## src/rtl/var_bw_mul_acc.sv

```systemverilog
// var_bw_mul_acc: accumulates multiplier products into a 40-bit result.
// Mode 0 sums one 32-bit product per beat into a single 40-bit lane.
// Mode 1 sums two packed 16-bit products per beat into two independent
// 20-bit lanes. A block ends on in_last. The result is then held until the
// consumer takes it.
module var_bw_mul_acc (
    input  logic        clk,
    input  logic        rst,
    input  logic        in_valid,
    output logic        in_ready,
    input  logic        in_para_mode,
    input  logic [31:0] in_p,
    input  logic        in_last,
    output logic        out_valid,
    input  logic        out_ready,
    output logic        out_para_mode,
    output logic [39:0] out_acc,
    output logic [7:0]  out_count,
    output logic        out_ovf,
    output logic        out_mode_err
);

    localparam int ACC_W  = 40;
    localparam int LANE_W = 20;

    typedef enum logic [1:0] {
        IDLE = 2'd0,
        ACC  = 2'd1,
        HOLD = 2'd2
    } state_t;

    state_t             state;
    logic               mode;
    logic [ACC_W-1:0]   acc;
    logic [7:0]         count;
    logic               ovf;
    logic               mode_err;

    logic [ACC_W-1:0]   add_base;
    logic               add_mode;
    logic [ACC_W:0]     add_res;
    logic               accept;

    // Adds one beat to the accumulator. Bit 40 of the result flags a wrap:
    // the carry out of bit 39 in mode 0, or the carry out of either lane in
    // mode 1. The two lanes never carry into each other.
    function automatic logic [ACC_W:0] add_contrib(input logic [ACC_W-1:0] a,
                                                   input logic [31:0]      p,
                                                   input logic             m);
        logic [ACC_W:0]  wide;
        logic [LANE_W:0] hi;
        logic [LANE_W:0] lo;
        if (m == 1'b0) begin
            wide = {1'b0, a} + {9'b0, p};
        end else begin
            hi   = {1'b0, a[ACC_W-1:LANE_W]} + {5'b0, p[31:16]};
            lo   = {1'b0, a[LANE_W-1:0]}     + {5'b0, p[15:0]};
            wide = {hi[LANE_W] | lo[LANE_W], hi[LANE_W-1:0], lo[LANE_W-1:0]};
        end
        return wide;
    endfunction

    // The beat counter stops at 255 instead of wrapping.
    function automatic logic [7:0] sat_inc(input logic [7:0] c);
        return (c == 8'hFF) ? c : c + 8'd1;
    endfunction

    assign accept        = in_valid && in_ready;
    assign in_ready      = (state != HOLD);
    assign out_valid     = (state == HOLD);
    assign out_para_mode = mode;
    assign out_acc       = acc;
    assign out_count     = count;
    assign out_ovf       = ovf;
    assign out_mode_err  = mode_err;

    // The first beat of a block starts from zero using the incoming mode.
    // Later beats add onto the running sum using the latched block mode.
    always_comb begin
        add_base = (state == IDLE) ? '0 : acc;
        add_mode = (state == IDLE) ? in_para_mode : mode;
        add_res  = add_contrib(add_base, in_p, add_mode);
    end

    // Block FSM and the accumulator registers
    always_ff @(posedge clk) begin
        if (rst) begin
            state    <= IDLE;
            mode     <= 1'b0;
            acc      <= '0;
            count    <= 8'd0;
            ovf      <= 1'b0;
            mode_err <= 1'b0;
        end else begin
            case (state)
                IDLE: begin
                    if (accept) begin
                        mode     <= in_para_mode;
                        acc      <= add_res[ACC_W-1:0];
                        ovf      <= add_res[ACC_W];
                        count    <= 8'd1;
                        mode_err <= 1'b0;
                        state    <= in_last ? HOLD : ACC;
                    end
                end
                ACC: begin
                    if (accept) begin
                        if (in_para_mode == mode) begin
                            acc   <= add_res[ACC_W-1:0];
                            ovf   <= ovf | add_res[ACC_W];
                            count <= sat_inc(count);
                        end else begin
                            // A beat with the wrong mode is dropped and flagged.
                            // It still ends the block when it carries in_last.
                            mode_err <= 1'b1;
                        end
                        if (in_last) begin
                            state <= HOLD;
                        end
                    end
                end
                HOLD: begin
                    if (out_ready) begin
                        state    <= IDLE;
                        mode     <= 1'b0;
                        acc      <= '0;
                        count    <= 8'd0;
                        ovf      <= 1'b0;
                        mode_err <= 1'b0;
                    end
                end
                default: begin
                    state <= IDLE;
                end
            endcase
        end
    end

endmodule

```

## config.mk

```make
export PLATFORM = sky130hd
export DESIGN_NAME = var_bw_mul_acc
export DESIGN_NICKNAME = d
export VERILOG_FILES = /design/src/rtl/var_bw_mul_acc.sv
export SDC_FILE = /design/constraint.sdc
export NUM_CORES = 1
export LEC_CHECK = 0
export CAP_MARGIN = 20
export CORE_MARGIN = 5
export CORE_UTILIZATION = 35
export CTS_CLUSTER_DIAMETER = 200
export DETAILED_ROUTE_END_ITERATION = 10
export PLACE_DENSITY = 0.69
export REMOVE_ABC_BUFFERS = 1
export SLEW_MARGIN = 10
export SYNTH_ARGS = -nofsm -noshare
export SYNTH_HDL_FRONTEND = slang
export SYNTH_SLANG_ARGS = --single-unit
```

## constraint.sdc

```tcl
create_clock -name clk -period 4 [get_ports clk]
set_input_delay 0.8 -clock clk [delete_from_list [all_inputs] [get_ports clk]]
set_output_delay 0.8 -clock clk [all_outputs]
set_load 0.02 [all_outputs]
```

**Yosys cells after proc, flatten, opt, wreduce, memory -nomap -nowiden**

Cells that the tools add are included.

- Add/sub/neg operators: 4
- Equality and inequality tests: 12
- Muxes and demuxes: 31
- Bitwise logic cells: 2
- Reduce and logical (&&, ||, !) cells: 9

Operators with widths:

| cell | count |
|---|---|
| two-way mux 40 bit | 5 |
| one-hot mux 40 bit (3 select lines) | 1 |
| adder 20 x 16 -> 21 bit | 2 |
| adder 40 x 32 -> 41 bit | 1 |
| two-way mux 41 bit | 1 |
| two-way mux 8 bit | 5 |
| one-hot mux 8 bit (3 select lines) | 1 |
| != test 2 bit, second input constant | 7 |
| two-way mux 2 bit | 5 |
| AND reduction 5 bit | 2 |
| two-way mux 1 bit | 9 |
| adder 8 x 1 -> 8 bit, second input constant | 1 |
| == test 8 bit, second input constant | 1 |
| one-hot mux 1 bit (3 select lines) | 2 |
| one-hot mux 2 bit (3 select lines) | 1 |
| AND reduction 6 bit | 1 |
| AND reduction 4 bit | 1 |
| AND reduction 3 bit | 1 |
| nonzero test 3 bit | 1 |
| == test 2 x 1 -> 1 bit, second input constant | 1 |
| == test 2 bit, second input constant | 1 |
| logical NOT 2 bit | 1 |
| != test 2 x 1 -> 1 bit, second input constant | 1 |
| OR 1 bit | 2 |
| other kinds (4) | 4 |

- Register bits after elaboration: 53
- Logic and storage cells: 64

**Longest topological paths before layout**

Gate-level depths: netlist of the first run.

- Depth after elaboration: 9
- Gate-level depth with buffers: 19

**Least setup slack after synthesis of the first run**

OpenSTA, ideal clock, no wires.

- Kind: register -> register
- From: register state[1]
- To: register ovf, in the netlist out_ovf
- Data arrival time: 4,183 ps
- Path slack: -299 ps
- Stages on the path, launching flop included: 19
- Path buffers: 3
- Cells stage by stage: dfxtp_1 -> inv_1 -> ha_1 -> clkbuf_1 -> clkbuf_1 -> clkbuf_1 -> nor2b_1 -> ha_1 -> fa_1 -> a211oi_1 -> nor2_1 -> o31a_2 -> a21bo_2 -> o31ai_2 -> o21ai_2 -> o31ai_4 -> o31a_2 -> nor2_1 -> a31o_2

- Longest elaborated chain between the ends: 9

Ends and longest elaborated chain:

| what | line | RTL |
|---|---|---|
| start: declaration | 32 | `state_t state;` |
| start signal: assignment | 103 | `state <= in_last ? HOLD : ACC;` |
| logical NOT 2 bit | 80, 81, 95 |  |
| two-way mux 40 bit | 80 | `add_base = (state == IDLE) ? '0 : acc;` |
| adder 20 x 16 -> 21 bit, on equally long branches | 56, 57 |  |
| OR 1 bit | 58 | `wide = {hi[LANE_W] \| lo[LANE_W], hi[LANE_W-1:0], lo[LANE_W-1:0]};` |
| two-way mux 41 bit | 53 | `if (m == 1'b0) begin` |
| OR 1 bit | 110 | `ovf <= ovf \| add_res[ACC_W];` |
| two-way mux 1 bit | 108 | `if (in_para_mode == mode) begin` |
| two-way mux 1 bit | 107 | `if (accept) begin` |
| one-hot mux 1 bit (3 select lines) | 95 | `case (state)` |
| end signal: assignment | 100 | `ovf <= add_res[ACC_W];` |
| end signal: assignment | 110 |  |
| end: declaration | 36 | `logic ovf;` |

Several ways; a longest one is shown, not always the timed one. The select of a mux whose other input is x is not followed.
A chain may end at the register's enable or synchronous reset.

**Worst setup path in the final report of the first run**

- From: input port in_p[16]
- To: register acc[36], in the netlist out_acc[36]

- Longest elaborated chain between the ends: 5

Ends and longest elaborated chain:

| what | line | RTL |
|---|---|---|
| start: declaration | 12 | `input logic [31:0] in_p,` |
| adder 40 x 32 -> 41 bit or adder 20 x 16 -> 21 bit (tied branches) | 54, 56 |  |
| two-way mux 41 bit * | 53 |  |
| two-way mux 40 bit | 108 |  |
| two-way mux 40 bit | 107 |  |
| one-hot mux 40 bit (3 select lines) * | 95 |  |
| end signal: assignment | 99 | `acc <= add_res[ACC_W-1:0];` |
| end signal: assignment | 109 | `acc <= add_res[ACC_W-1:0];` |
| end: declaration | 34 | `logic [ACC_W-1:0] acc;` |

Every way passes the cells marked *; elsewhere a longest branch is shown, timed or not. The select of a mux whose other input is x is not followed.

==> results of run 1 <==
==> worst max-delay path by stage <==
stage	startpoint	end	slack, ps	cells past startpoint
2_1_floorplan	state[1]$_SDFFE_PP0P_	out_ovf$_SDFFE_PP0P_	-270	15
3_3_place_gp	in_p[16]	out_acc[36]$_SDFFE_PP0P_	-200	14
3_5_place_dp	in_p[16]	out_acc[36]$_SDFFE_PP0P_	-260	14
4_1_cts	in_p[16]	out_acc[36]$_SDFFE_PP0P_	50	14
5_1_grt	in_p[16]	out_acc[36]$_SDFFE_PP0P_	-20	14
6_report	in_p[16]	out_acc[36]$_SDFFE_PP0P_	210	14
==> per-stage QoR <==
| stage | util [%] | setup TNS (ps) | hold WS (ps) |
|---|---|---|---|
| floorplan | - | -1140 | 478 |
| global placement | 44.8 | -296 | 457 |
| detailed placement | 44.8 | -507 | 459 |
| CTS | 45.8 | 0 | 470 |
| global route | 46.0 | -21.5 | 494 |
| finish | 46.0 | 0 | 470 |
==> flip-flops by register name, indices dropped and copies added, names as in the netlist <==
register and flops:
out_para_mode 1, out_acc 40, out_count 8, out_mode_err 1, out_ovf 1, state 2
==> kinds of logic (layout without fill, tap and decap cells) <==
kind of cell             after synthesis  in the layout  share of synthesized area (%)
buffers and inverters                 42            151                           3.13
adder cells (fa/ha/maj)               55             55                           13.5
XOR/XNOR                              39             39                           6.58
AND/OR/NAND/NOR                      256            256                           24.4
flip-flops                            53             53                           20.4
AO/OA/AOI/OAI                        243            243                           31.0
multiplexers                           5              5                          0.963
==> cells in the mapped netlist, drive strengths merged (2+ instances only) <==
cell / instances
o21ai: 46
clkbuf: 21
nor3: 19
fa: 2
a21o: 23
mux2i: 5
nor4: 4
a41oi: 3
nand4: 4
a22oi: 18
nand3: 16
o31ai: 6
o21a: 8
or3: 5
o221ai: 3
inv: 14
nand2b: 8
o211ai: 6
and2b: 2
o31a: 3
o22ai: 4
nor2: 71
a211o: 5
ha: 53
nand3b: 3
nand2: 57
xnor2: 20
and2: 5
a21boi: 3
a211oi: 10
xor2: 19
or2: 4
a21oi: 72
o21bai: 5
nor3b: 4
a221o: 2
a31oi: 6
o41ai: 2
buf: 7
a31o: 3
nor2b: 41
dfxtp: 53
and3: 8
a221oi: 3
==> cell type report <==
| type | instances | area, um^2 | area share [%] |
|---|---|---|---|
| Sequential cell | 53 | 1060 | 15.9 |
| Multi-Input combinational cell | 598 | 4000 | 59.8 |
| Tap cell | 184 | 230 | 3.44 |
| Inverter | 14 | 52.6 | 0.786 |
| Timing Repair Buffer | 129 | 1190 | 17.8 |
| Clock inverter | 3 | 28.8 | 0.430 |
| Clock buffer | 5 | 125 | 1.87 |
==> worst max-delay path: cells and delay by family <==
family / cells / cell delay [ps]
simple gates: 2 / 710
compound gates: 8 / 1400
fa+ha+maj: 2 / 570
buf+inv: 2 / 550
==> power by group through the flow <==
stage | Clock, mW | Combinational, mW | Sequential (mW)
finish | 0.486 | 0.862 | 0.638
global route | 0.511 | 0.951 | 0.647
CTS | 0.496 | 0.857 | 0.638
detailed placement | 0 | 0.852 | 0.650
global placement | 0 | 0.850 | 0.649
floorplan | 0 | 0.450 | 0.702
==> routing by layer <==
layer / track usage [%] / vias up / wire length (um)
li1: - / 2778 / -
met2: 30.2 / 139 / 7000
met4: 4.17 / 0 / 202
met1: 24.2 / 2513 / 7550
met5: 0 / - / 0
met3: 3.74 / 17 / 1000
==> layout by cell type, fill, tap and decap left out, types with 6 or more instances in the layout <==
| cell | instances |
|---|---|
| clkdlybuf4s50_1 | 89 |
| nor2_1 | 71 |
| a21oi_1 | 69 |
| nand2_1 | 57 |
| dfxtp_1 | 53 |
| ha_1 | 52 |
| nor2b_1 | 40 |
| o21ai_0 | 40 |
| buf_4 | 38 |
| a21o_1 | 23 |
| xnor2_1 | 20 |
| xor2_1 | 19 |
| nor3_1 | 18 |
| a22oi_1 | 18 |
| nand3_1 | 16 |
| inv_1 | 14 |
| a211oi_1 | 9 |
| nand2b_1 | 8 |
| and3_1 | 8 |
| o21a_1 | 8 |
| a31oi_1 | 6 |
==> results by group, run 1 <==
Setup path
  • R2R Setup Slk: 310 ps
  • Critical R2R Capture: out_acc[36]$_SDFFE_PP0P_
  • CP required: 4250 ps
  • Data arrival, critical path: ~4000 ps
  • Largest stage delay on the critical path: 500 ps
  • Crit path kind: in2reg
  • Startpoint Class: input pin
  • Critical path cell sequence: clkdlybuf4s50_1 > ha_1 > inv_1 > fa_1 > and2b_1 > o31ai_1 > a21oi_2 > o211ai_1 > a211oi_2 > o21ai_0 > a211o_1 > o31a_2 > or4b_1 > a31oi_1
  • Reg2reg start: state[1]$_SDFFE_PP0P_
  • FF-to-FF path depth: 17
  • Critical path's slowest cell: clkdlybuf4s50_1
  • Crit end category: register
  • Critical Path Fanout Max: 4

Job
  • Max Cap Viol: 0

Hold path
  • Worst hold path depth: 2
  • Min-delay worst type: reg2reg
  • Hold Startpoint: out_acc[12]$_SDFFE_PP0P_
  • Hold Path End: out_acc[12]$_SDFFE_PP0P_

Clock network
  • CTS Buf Count: 5
  • CTS tree: built
  • Htree depth: 2
  • Cells resized by post-CTS repair: 0
  • Post-CTS setup buffer count: 0
  • Max Buffers Root-to-Sink: 2
  • Post-CTS Hold Buffers: 0
  • CTS root buf: clkbuf_16
  • Worst-Skew Late Latency: 320 ps
  • Clock-pin slew on the worst setup and hold paths: 90 ps
  • Clock sink count: 53

Place
  • Placed inst area: 6510 um^2
  • GPL Wtd Cong: 0.904
  • Post-DP HPWL: 12200 um
  • Post-Place Worst Slack: -257 ps
  • Placed Instances: 978
  • Input/output buffers: 90

Logic synthesis
  • Mapped Avg Cell Area: approximately 7.5 um^2
  • Top FF cell, synth: dfxtp_1
  • Mapped Area: 5190 um^2
  • Synth area leaders: dfxtp_1, ha_1, a21oi_1
  • Post-synth EDFFs: 0
  • Async set-reset flop share out of synthesis: 0%
  • Synthesized netlist cell count: 693
  • Register area share after synthesis: approximately a fifth
  • Cell taking the most area after synthesis: dfxtp_1
  • Area share of the largest cell type after synthesis: between 20 and 25%
  • #FFs+latches synth: between 50 and 60
  • Synth cell types: 73
  • Synth warn: 0

Pwr
  • Power per cell area: 297 nW/um^2
  • Clock network power share: 24.5%
  • Static Leak: 2.78 nW
  • Switching part of the total power: about two fifths
  • Sequential Power Share: 32.1%
  • Int Power: 1.21 mW
  • Combinational fraction of design power: 43.4%
  • Peak VDD IR: 0.000217 V
  • Total power: just under 2 mW
  • NetSw: 781 uW

Layout
  • Antenna Cells: 0
  • Non-Filler Instances: 986
  • Nets: 894
  • Layout cells sized above 1: under 10%
  • Area delta synth->final: 28.8%
  • # fillers: 1507
  • Final Cell Area: 6690 um^2

Drt
  • Per-cell routed wire length: 16.0 um
  • Via count: ~5400
  • DRC: 0
  • Final ANT Viol Nets: 0
  • WL final: between 15000 and 20000 um
  • DRT Pass-1 Iters: 5
  • Vias per std cell: ~5.5
  • 1st-iter DRT viols: 377

Outcome
  • Status: finished, final reports clean

Global route
  • First-pass GRT wire length: 26800 um
  • Initial antenna violation count: 0
  • Gr usage total: 18.1%
  • Grt total ovfl: 0
  • Largest net degree at the start of global routing: just over 50
  • Vias in the first global route: 5465

Die
  • Row count: 44
  • CORE AREA: approximately 15000 um^2
  • Die W: 132 um
  • Die Area: 17400 um^2
  • Boundary Pins: 91
  • Die Ht: 132 um
  • Initial Util: a little over a third

Timing
  • Final hold violation count: 0
  • Max Clock Skew: 13.9 ps
  • Max Fclk: 264 MHz
  • Worst slew margin: 58.3%
  • Final period utilization: 94.7%
  • Unrepaired setup endpoints after global routing: yes
  • Worst slew pin tran: 625 ps
  • Setup ws final: 214 ps
  • # setup viols final: 0
  • Max-slew violations: 0
  • Tmin final: 3790 ps
(Power assumes the default switching activity.)
==> run 2, diff against run 1 <==
--- a/config.mk
+++ b/config.mk
@@ -10,7 +10,7 @@
 export CORE_UTILIZATION = 35
 export CTS_CLUSTER_DIAMETER = 200
 export DETAILED_ROUTE_END_ITERATION = 10
-export PLACE_DENSITY = 0.69
+export PLACE_DENSITY = 0.67
 export REMOVE_ABC_BUFFERS = 1
 export SLEW_MARGIN = 10
 export SYNTH_ARGS = -nofsm -noshare
==> constraint.sdc (replaced) <==
create_clock -name clk -period 4.1 [get_ports clk]
set_input_delay 0.82 -clock clk [delete_from_list [all_inputs] [get_ports clk]]
set_output_delay 0.82 -clock clk [all_outputs]
set_load 0.02 [all_outputs]
==> run 2 against run 1 <==
  * Critical path depth stayed put
  * Power is 2.7% lower
  * First-iteration DRC count is 13% lower
  * Global-route usage hardly changed
  * Clock skew is 8.0 ps lower
  * Critical endpoint unchanged
  * Highest routed layer unchanged
==> results by group, run 2 (synthesis results as in run 1) <==
Place
  • Post-DP HPWL: 12400 um (was 12200 um)
  • GPL Wtd Cong: 0.941 (was 0.904)
  • Post-Place Worst Slack: -174 ps (was -257 ps)
  • Placed Instances: 973 (was 978)
  • Input/output buffers: 90 (unchanged)

Pwr
  • NetSw: 753 uW (was 781 uW)
  • Static Leak: 2.76 nW (was 2.78 nW)
  • Int Power: 1.18 mW (was 1.21 mW)
  • Peak VDD IR: 0.000199 V (was 0.000217 V)
  • Combinational fraction of design power: 43.2% (was 43.4%)
  • Switching part of the total power: 38.9% (was 39.3%)
  • Power per cell area: 291 nW/um^2 (was 297 nW/um^2)
  • Total power: 1.93 mW (was 1.99 mW)
  • Sequential Power Share: 32.2% (was 32.1%)
  • Clock network power share: 24.6% (was 24.5%)

Setup path
  • Critical Path Fanout Max: 4 (unchanged)
  • Crit end category: register (unchanged)
  • Crit path kind: in2reg (unchanged)
  • Startpoint Class: input pin (unchanged)
  • Crit path from: in_p[16] (unchanged)
  • Reg2reg start: state[0]$_SDFFE_PP0P_ (was state[1]$_SDFFE_PP0P_)
  • Data arrival, critical path: 4210 ps (was 4040 ps)
  • CP required: 4340 ps (was 4250 ps)

Global route
  • Initial antenna violation count: 0 (unchanged)
  • Vias in the first global route: 5362 (was 5465)
  • First-pass GRT wire length: 26500 um (was 26800 um)
  • Largest net degree at the start of global routing: 51 (unchanged)
  • Gr usage total: 18.1% (about the same)
  • Grt total ovfl: 0 (unchanged)

Clock network
  • CTS root buf: clkbuf_16 (unchanged)
  • Clock-pin slew on the worst setup and hold paths: 80 ps (was 90 ps)
  • CTS Buf Count: 5 (unchanged)
  • Htree depth: 2 (unchanged)
  • Post-CTS setup buffer count: 0 (unchanged)
  • Max Buffers Root-to-Sink: 2 (unchanged)
  • Worst-Skew Late Latency: 310 ps (was 320 ps)
  • Clock sink count: 53 (unchanged)
  • CTS tree: built (unchanged)

Layout
  • Max FFs per register: 40 (unchanged)
  • Layout cells sized above 1: 7.90% (was 8.60%)
  • Antenna Cells: 0 (unchanged)
  • Most frequent cells in the layout: clkdlybuf4s50_1, nor2_1, a21oi_1 (unchanged)
  • Area delta synth->final: 27.8% (was 28.8%)
  • Leading cell type in the layout, fill and taps excluded: clkdlybuf4s50_1 (unchanged)
  • Nets: 889 (was 894)
  • Non-Filler Instances: 981 (was 986)

Drt
  • DRT Pass-1 Iters: 4 (was 5)
  • WL final: 16200 um (was 15700 um)
  • Vias per std cell: 5.57 (was 5.52)
  • Per-cell routed wire length: 16.5 um (was 16.0 um)
  • Final ANT Viol Nets: 0 (unchanged)
  • 1st-iter DRT viols: 327 (was 377)
  • DRC: 0 (unchanged)
  • Via count: 5469 (was 5447)

Die
  • Boundary Pins: 91 (unchanged)
  • Row count: 44 (unchanged)
  • Die Area: 17400 um^2 (unchanged)
  • CORE AREA: 14500 um^2 (unchanged)
  • Initial Util: 35.7% (unchanged)
  • Die W: 132 um (unchanged)
  • Die Ht: 132 um (unchanged)

Job
  • Max Cap Viol: 0 (unchanged)

Timing
  • Setup ws final: 125 ps (was 214 ps)
  • Tmin final: 3980 ps
  • Max Clock Skew: 5.88 ps (was 13.9 ps)
  • Worst slew pin tran: 658 ps (was 625 ps)
  • Max-slew violations: 0 (unchanged)
  • Final period utilization: 97.0%
  • Final hold violation count: 0 (unchanged)
  • Unrepaired setup endpoints after global routing: yes (unchanged)
  • Max Fclk: 252 MHz
  • Worst hold margin: 471 ps (was 470 ps)
  • Worst slew margin: 56.2% (was 58.3%)
  • # setup viols final: 0 (unchanged)

Outcome
  • Status: finished, final reports clean (unchanged)

Hold path
  • Hold Startpoint: out_acc[12]$_SDFFE_PP0P_ (unchanged)
  • Min-delay worst type: reg2reg (unchanged)
## run 2: routing by layer
| metal | track usage, % | wire length, um | vias to the layer above | part of all wire, % |
|---|---|---|---|---|
| li1 | - | - | 2768 | - |
| met5 | 0 | 0 | - | 0 |
| met2 | 29.2 | 7260 | 155 | 45 |
| met1 | 24.4 | 7670 | 2526 | 47 |
| met3 | 3.97 | 1040 | 20 | 6.4 |
| met4 | 4.91 | 253 | 0 | 1.6 |
## run 2: cell type report
class	count	area [um^2]
fillers	1508	7890
multi-input cells	598	3990
repair buffers	124	1150
flip-flops and latches	53	1060
well taps	184	230
clock buffers	6	139
inverters	14	52.6
clock inverters	2	17.5
## run 2: per-stage QoR
| step | utilization [%] | instance area [um^2] | setup TNS, ps |
|---|---|---|---|
| after floorplan | - | 5080 | -485 |
| after global placement | 44.5 | 6470 | -155 |
| after global routing | 45.7 | 6640 | -33.5 |
| after detailed placement | 44.5 | 6470 | -215 |
| after CTS | 45.6 | 6630 | 0 |
| final | 45.7 | 6640 | 0 |
## run 2: power groups by stage
stage               logic, mW  registers [mW]  clock network [mW]
CTS                     0.833           0.622               0.491
global placement        0.825           0.632                   0
detailed placement      0.828           0.633                   0
finish                  0.835           0.623               0.475
floorplan               0.439           0.685                   0
global route            0.916           0.631               0.507
## run 2: repair_timing
action                                  4_1_cts  5_1_grt
hold buffers                                  0        0
endpoints found under the setup margin        0        4
gates resized for setup                       0        3
## run 2: worst max-delay path: stages
cell and delay (ps):
clkdlybuf4s50_1 490, ha_1 180, inv_1 60, fa_1 400, and2b_1 240, o31ai_1 90
a21oi_1 240, o211ai_1 210, a211oi_2 340, o21ai_0 130, a211o_1 260, o31a_2 120
or4b_1 460, a31oi_1 170
## run 2: worst paths after layout
path | endpoint | slack (ps) | cells past startpoint
max | out_acc[36]$_SDFFE_PP0P_ | 120 | 14
min reg2reg | out_acc[12]$_SDFFE_PP0P_ | 470 | 2
max reg2reg | out_acc[36]$_SDFFE_PP0P_ | 190 | 16
min | out_acc[12]$_SDFFE_PP0P_ | 470 | 2
